<file path="config.mk">
export PLATFORM = sky130hd
export DESIGN_NAME = regfile_wb
export DESIGN_NICKNAME = d
export VERILOG_FILES = /design/src/rtl/y86_pkg.sv /design/src/rtl/wb_dst.sv /design/src/rtl/regfile_wb.sv
export SDC_FILE = /design/constraint.sdc
export NUM_CORES = 2
export LEC_CHECK = 0
export ABC_AREA = 1
export BUFFER_PORTS_ARGS = -buffer_cell sky130_fd_sc_hd__buf_2
export CORE_ASPECT_RATIO = 1.2
export CORE_MARGIN = 3
export CORE_UTILIZATION = 50
export DETAILED_ROUTE_END_ITERATION = 10
export PLACE_DENSITY = 0.68
export SLEW_MARGIN = 20
export SYNTH_ARGS = -nofsm -noshare
export SYNTH_HDL_FRONTEND = slang
export SYNTH_SLANG_ARGS = --single-unit
</file>
<file path="constraint.sdc">
create_clock -name clk -period 11.3 [get_ports clk]
set_input_delay 1.13 -clock clk [delete_from_list [all_inputs] [get_ports clk]]
set_output_delay 1.13 -clock clk [all_outputs]
set_load 0.02 [all_outputs]
</file>
<file path="src/rtl/y86_pkg.sv">
// y86_pkg: shared Y86-64 constants and the register-file FSM state type.
// Optional feature macro used by regfile_wb: REGFILE_WB_BYPASS_EN.
package y86_pkg;
    localparam logic [3:0] IHALT   = 4'h0;
    localparam logic [3:0] INOP    = 4'h1;
    localparam logic [3:0] IRRMOVQ = 4'h2;
    localparam logic [3:0] IIRMOVQ = 4'h3;
    localparam logic [3:0] IRMMOVQ = 4'h4;
    localparam logic [3:0] IMRMOVQ = 4'h5;
    localparam logic [3:0] IOPQ    = 4'h6;
    localparam logic [3:0] IJXX    = 4'h7;
    localparam logic [3:0] ICALL   = 4'h8;
    localparam logic [3:0] IRET    = 4'h9;
    localparam logic [3:0] IPUSHQ  = 4'hA;
    localparam logic [3:0] IPOPQ   = 4'hB;

    localparam logic [3:0] RNONE = 4'hF;
    localparam logic [3:0] RSP   = 4'h4;
    localparam int         NREG  = 15;

    typedef enum logic {
        SWEEP = 1'b0,
        READY = 1'b1
    } state_t;
endpackage

</file>
<file path="src/rtl/wb_dst.sv">
// wb_dst: combinational writeback destination decode (dstE/dstM) from icode.
module wb_dst
    import y86_pkg::*;
(
    input  logic [3:0] icode,
    input  logic       cnd,
    input  logic [3:0] rA,
    input  logic [3:0] rB,
    output logic [3:0] dstE,
    output logic [3:0] dstM
);
    // E port: conditional moves only write when the condition holds
    always_comb begin
        dstE = RNONE;
        case (icode)
            IRRMOVQ:                     dstE = cnd ? rB : RNONE;
            IIRMOVQ, IOPQ:               dstE = rB;
            ICALL, IRET, IPUSHQ, IPOPQ:  dstE = RSP;
            default:                     dstE = RNONE;
        endcase
    end

    // M port: loads from memory
    always_comb begin
        dstM = RNONE;
        case (icode)
            IMRMOVQ, IPOPQ: dstM = rA;
            default:        dstM = RNONE;
        endcase
    end
endmodule

</file>
<file path="src/rtl/regfile_wb.sv">
// regfile_wb: 15x64 Y86-64 register file with writeback handshake and a
// clearing sweep after reset / clr. Define REGFILE_WB_BYPASS_EN to forward
// the current-cycle writeback data onto the read ports.
module regfile_wb
    import y86_pkg::*;
(
    input  logic        clk,
    input  logic        rst_n,
    input  logic [3:0]  icode,
    input  logic        cnd,
    input  logic [3:0]  rA,
    input  logic [3:0]  rB,
    input  logic [63:0] valE,
    input  logic [63:0] valM,
    input  logic        wb_valid,
    output logic        wb_ready,
    input  logic        clr,
    output logic [63:0] reg_memrA,
    output logic [63:0] reg_memrB,
    output logic [63:0] reg_memr4,
    output logic [31:0] wb_count
);
    logic [63:0] r_regs [NREG];
    state_t      r_state;
    logic [3:0]  r_idx;
    logic [31:0] r_cnt;

    logic [3:0]  w_dstE, w_dstM;
    logic        w_xfer;
    logic [3:0]  w_raddr [3];
    logic [63:0] w_rdata [3];

    wb_dst u_dst (
        .icode (icode),
        .cnd   (cnd),
        .rA    (rA),
        .rB    (rB),
        .dstE  (w_dstE),
        .dstM  (w_dstM)
    );

    assign wb_ready = (r_state == READY) && !clr;
    assign w_xfer   = wb_valid && wb_ready;
    assign wb_count = r_cnt;

    // Control: sweep index walk, clr restart, accepted-transfer counter
    always_ff @(posedge clk or negedge rst_n) begin
        if (!rst_n) begin
            r_state <= SWEEP;
            r_idx   <= '0;
            r_cnt   <= '0;
        end else begin
            if (w_xfer)
                r_cnt <= r_cnt + 32'd1;
            if (clr) begin
                r_state <= SWEEP;
                r_idx   <= '0;
            end else if (r_state == SWEEP) begin
                if (r_idx == 4'(NREG - 1)) begin
                    r_state <= READY;
                    r_idx   <= '0;
                end else begin
                    r_idx <= r_idx + 4'd1;
                end
            end
        end
    end

    // Array: zero one entry per sweep cycle, else commit the writeback.
    // M wins when both ports target the same register (popq %rsp).
    always_ff @(posedge clk) begin
        if (r_state == SWEEP) begin
            r_regs[r_idx] <= '0;
        end else if (w_xfer) begin
            if (w_dstE != RNONE && w_dstE != w_dstM)
                r_regs[w_dstE] <= valE;
            if (w_dstM != RNONE)
                r_regs[w_dstM] <= valM;
        end
    end

    assign w_raddr[0] = rA;
    assign w_raddr[1] = rB;
    assign w_raddr[2] = RSP;

    // Combinational read ports; forced to zero while sweeping or in reset
    always_comb begin
        for (int p = 0; p < 3; p++) begin
            w_rdata[p] = '0;
            if (r_state == READY && w_raddr[p] != RNONE)
                w_rdata[p] = r_regs[w_raddr[p]];
`ifdef REGFILE_WB_BYPASS_EN
            if (w_xfer) begin
                if (w_dstM != RNONE && w_raddr[p] == w_dstM)
                    w_rdata[p] = valM;
                else if (w_dstE != RNONE && w_raddr[p] == w_dstE)
                    w_rdata[p] = valE;
            end
`endif
        end
    end

    assign reg_memrA = w_rdata[0];
    assign reg_memrB = w_rdata[1];
    assign reg_memr4 = w_rdata[2];
endmodule

</file>
==> results list <==
- The run finished with clean final reports.
- Counting every instance in the synthesized netlist gives between 7k and 8k.
- GRT Total Usage: about two fifths
- The final critical path takes up about three fifths of the cycle.
- Input and output buffers added on the ports amount to approximately 370.
- The clock passes through at most 3 buffers.
- The commonest cells after synthesis are o21ai_0 (1,664), nand2_1 (1,445), edfxtp_1 (960).
- Summed over all nets, the half-perimeter wirelength after detailed placement is around 140,000 um.
- Data arrival at the endpoint of the critical path: ~5.5 ns
- After global routing the overflow that remains totals 0.
- Measured along the y axis, the die boundary spans approximately 390 um.
- In the final routed layout, each cell accounts on average for about 28 um.
- The synthesized design contains 997 register bits.
* Io pins: 370
* Final setup fails: 0
- The worst setup path is captured at an output pin.
- Summing the sequential cell areas from Yosys gives between 40% and 50% of the chip area.
- H-tree depth: 3
- After clock tree synthesis, the clock-pin slew on the worst setup and hold paths is 0.06 ns.
- Hold Slack: about 0.47 ns
- Clock tree synthesis selected as its root buffer the cell clkbuf_16.
* First-pass iteration count of the detailed router: 7
- Largest net degree at the start of global routing: around 220
* Die Footprint: ~0.13 mm^2
* Setup crit start kind: input pin
- Once detail routing completed, the nets flagged for antenna violations numbered 0.
- Post-CTS sizing: 0
- In this run the tightest slew margin relative to its limit is a little under a fifth.
- In this run the standard cell core region covers about 0.12 mm^2.
* Clk sinks: 997
* Most frequent cell after synthesis: o21ai_0
- Combined area of all synthesized cells: 0.0610 mm^2
* Distinct cell type count after synthesis: 49
* Total vias in the final route: approximately 60k
- Period minus WS final: around 6.7 ns
* Final hold violation count: 0
* Number of buffers inserted by post-CTS setup repair: 0
- IR analysis of the VDD net gives a maximum drop of 0.118 mV.
- CP Max Fanout: 75
- Of all cell types, the one taking the most synthesized area is edfxtp_1.
* Setup tns final: 0 ns
* Max-slew violation count: 0
* Top achievable clock speed: 150 MHz
- Area share of the leading cell type in the synthesized netlist: between 40 and 50%
- Effective utilization at floorplan: roughly half
* Number of buffers inserted by hold repair at cts: 0
- The die is roughly 320 um wide.
- Compared with the post-synthesis result, the final layout area differs by 8.49%.
- Across the routed clock network, the largest skew measured is around 0.031 ns.
- TritonCTS created between 100 and 150 clock buffers.
- DRC violation count after routing: 0
- TritonCTS clock tree: done
- In the routed layout, each cell is associated on average with a via count of around 6.6.
* Yosys warns: 0
- At the end of routability-driven placement, the weighted congestion stood at roughly 0.93.
- Across the run, the number of max-cap violations was 0.
- Each instance of the synthesized netlist takes up on average between 8 and 9 um^2.
* Least-Margin Pin Slew: ~1.2 ns
- Latest clock arrival within the worst-skew pair: 0.73 ns
* Nets@finish: roughly 7.4k
* Power density normalized to cell area: approximately 130 mW/mm^2
- Vias in the first global route: ~55k
- Required time of the critical path: 10.17 ns
- Post-synth net total: approximately 7.5k
- Count of flip-flops with a built-in enable after synthesis: 960
* Cell row count: 139
* Antenna violations before repair: 18
- Critical setup path kind: input pin to output pin
- In the post-synthesis netlist, the biggest area contributors are edfxtp_1 (47%), o21ai_0 (14%), nand2_1 (8.9%), a21oi_1 (5.1%), inv_1 (3.8%).
- Initial drt markers: about 10k
- Lkg Pwr: around 25 nW
- The min-delay analysis places its worst path in the category flop to flop.
- Most common flop cell mapped by yosys: edfxtp_1
* Detailed-route wire length: about 250,000 um
- Final design utilization: roughly 55%
* Unrepaired setup endpoints after global routing: no
- Share of flip-flops with an asynchronous set or reset: 3.71%
- The first global-routing pass estimated approximately 360,000 um of wire.
* Fraction of final layout cells sized beyond drive strength 1: between 10 and 15%
## final cells by class
class,instances,area [um^2]
inverter,633,2430
antenna,1,2.50
clock buffer,129,2890
clock inverter,71,668
multi-input combinational,5012,25700
tap,1621,2030
sequential,997,29800
timing repair buffer,472,2720
fill,10900,54200
## power by group
| part | internal, W | switching, W |
|---|---|---|
| clock | 0.00207 | 0.00158 |
| combinational | 0.000193 | 0.000665 |
| sequential | 0.00410 | 0.0000420 |
| total | 0.00636 | 0.00228 |
## cell usage in the layout, fill, tap and decap left out, types with 9 or more instances in the layout
cell       synthesis  layout
o21ai_1          114     114
inv_1            612     608
nor2_8            61      61
a41oi_1           27      27
inv_4              0      11
bufinv_16          0      11
a211oi_1          63      63
nand2_2           19      20
buf_4              5     101
nand3_1          166     163
xnor2_1            9       9
o21ai_0         1664    1664
clkinv_1           2      25
a21oi_1          616     616
o22ai_1           89      89
buf_2            116     362
o211ai_1         128     128
clkbuf_1         468      14
a221oi_1          18      18
o21bai_4           0      11
clkinv_2           0      25
inv_2             19       9
dfrtp_1           37      36
nor2_1           340     339
a311oi_1          55      50
nand4_1           12      12
xor2_1            23      23
nand2_4            2      11
clkbuf_16          0     111
edfxtp_1         960     960
o2111ai_1         46      46
nor3_1            48      47
nand2_1         1445    1435
## cell families after synthesis
| family | share of synthesized area, % |
|---|---|
| AO/OA/AOI/OAI | 25.5 |
| AND/OR/NAND/NOR | 15.6 |
| buffers and inverters | 9.60 |
| flip-flops | 48.8 |
| XOR/XNOR | 0.460 |
| adder cells (fa/ha/maj) | 0.0616 |
| multiplexers | 0.0164 |
## registers in the layout, indices dropped and copies added, names as in the netlist
| name | count |
|---|---|
| wb_count | 32 |
| r_state | 1 |
| r_idx | 4 |
| r_regs | 960 |
## routing by layer
| metal | up-vias | wire length, um | GRT usage, % |
|---|---|---|---|
| met5 | - | 94 | 0 |
| li1 | 25400 | - | - |
| met4 | 14 | 17300 | 23.3 |
| met2 | 4915 | 104000 | 55.7 |
| met1 | 27100 | 87900 | 49.6 |
| met3 | 1087 | 39900 | 11.2 |
## worst max-delay path, cell delays in order
cell	delay (ns)
buf_8	0.44
buf_4	0.80
inv_8	0.39
buf_4	0.58
a21oi_1	0.28
o21ai_0	0.13
a21oi_1	0.18
nor3_1	0.07
nor3_1	0.99
buf_2	0.33
## final timing paths
path / startpoint / endpoint / slack, ns / cells after the start
min in group asynchronous: rst_n / wb_count[3] / 0.54 / 1
max in group asynchronous: rst_n / r_state / 10.08 / 1
worst min-delay path: wb_count[31] / wb_count[31] / 0.47 / 1
worst max register to register: r_state / r_regs[14][55] / 6.38 / 9
worst min register to register: wb_count[31] / wb_count[31] / 0.47 / 1
worst max-delay path: rA[1] / reg_memrA[2] / 4.65 / 10
## stage by stage
| step | cells | cell area, um^2 | total power (W) | setup WS [ns] |
|---|---|---|---|---|
| 2_1_floorplan | 7375 | 61000 | 0.00472 | 5.28 |
| 3_3_place_gp | 8735 | 62600 | 0.00502 | 4.51 |
| 3_5_place_dp | 8735 | 62600 | 0.00504 | 4.57 |
| 4_1_cts | 8935 | 66100 | 0.00860 | 4.96 |
| 5_1_grt | 8935 | 66200 | 0.00882 | 4.71 |
| 6_report | 8936 | 66200 | 0.00865 | 4.65 |
Note: power is estimated with default switching activity, not from simulation.
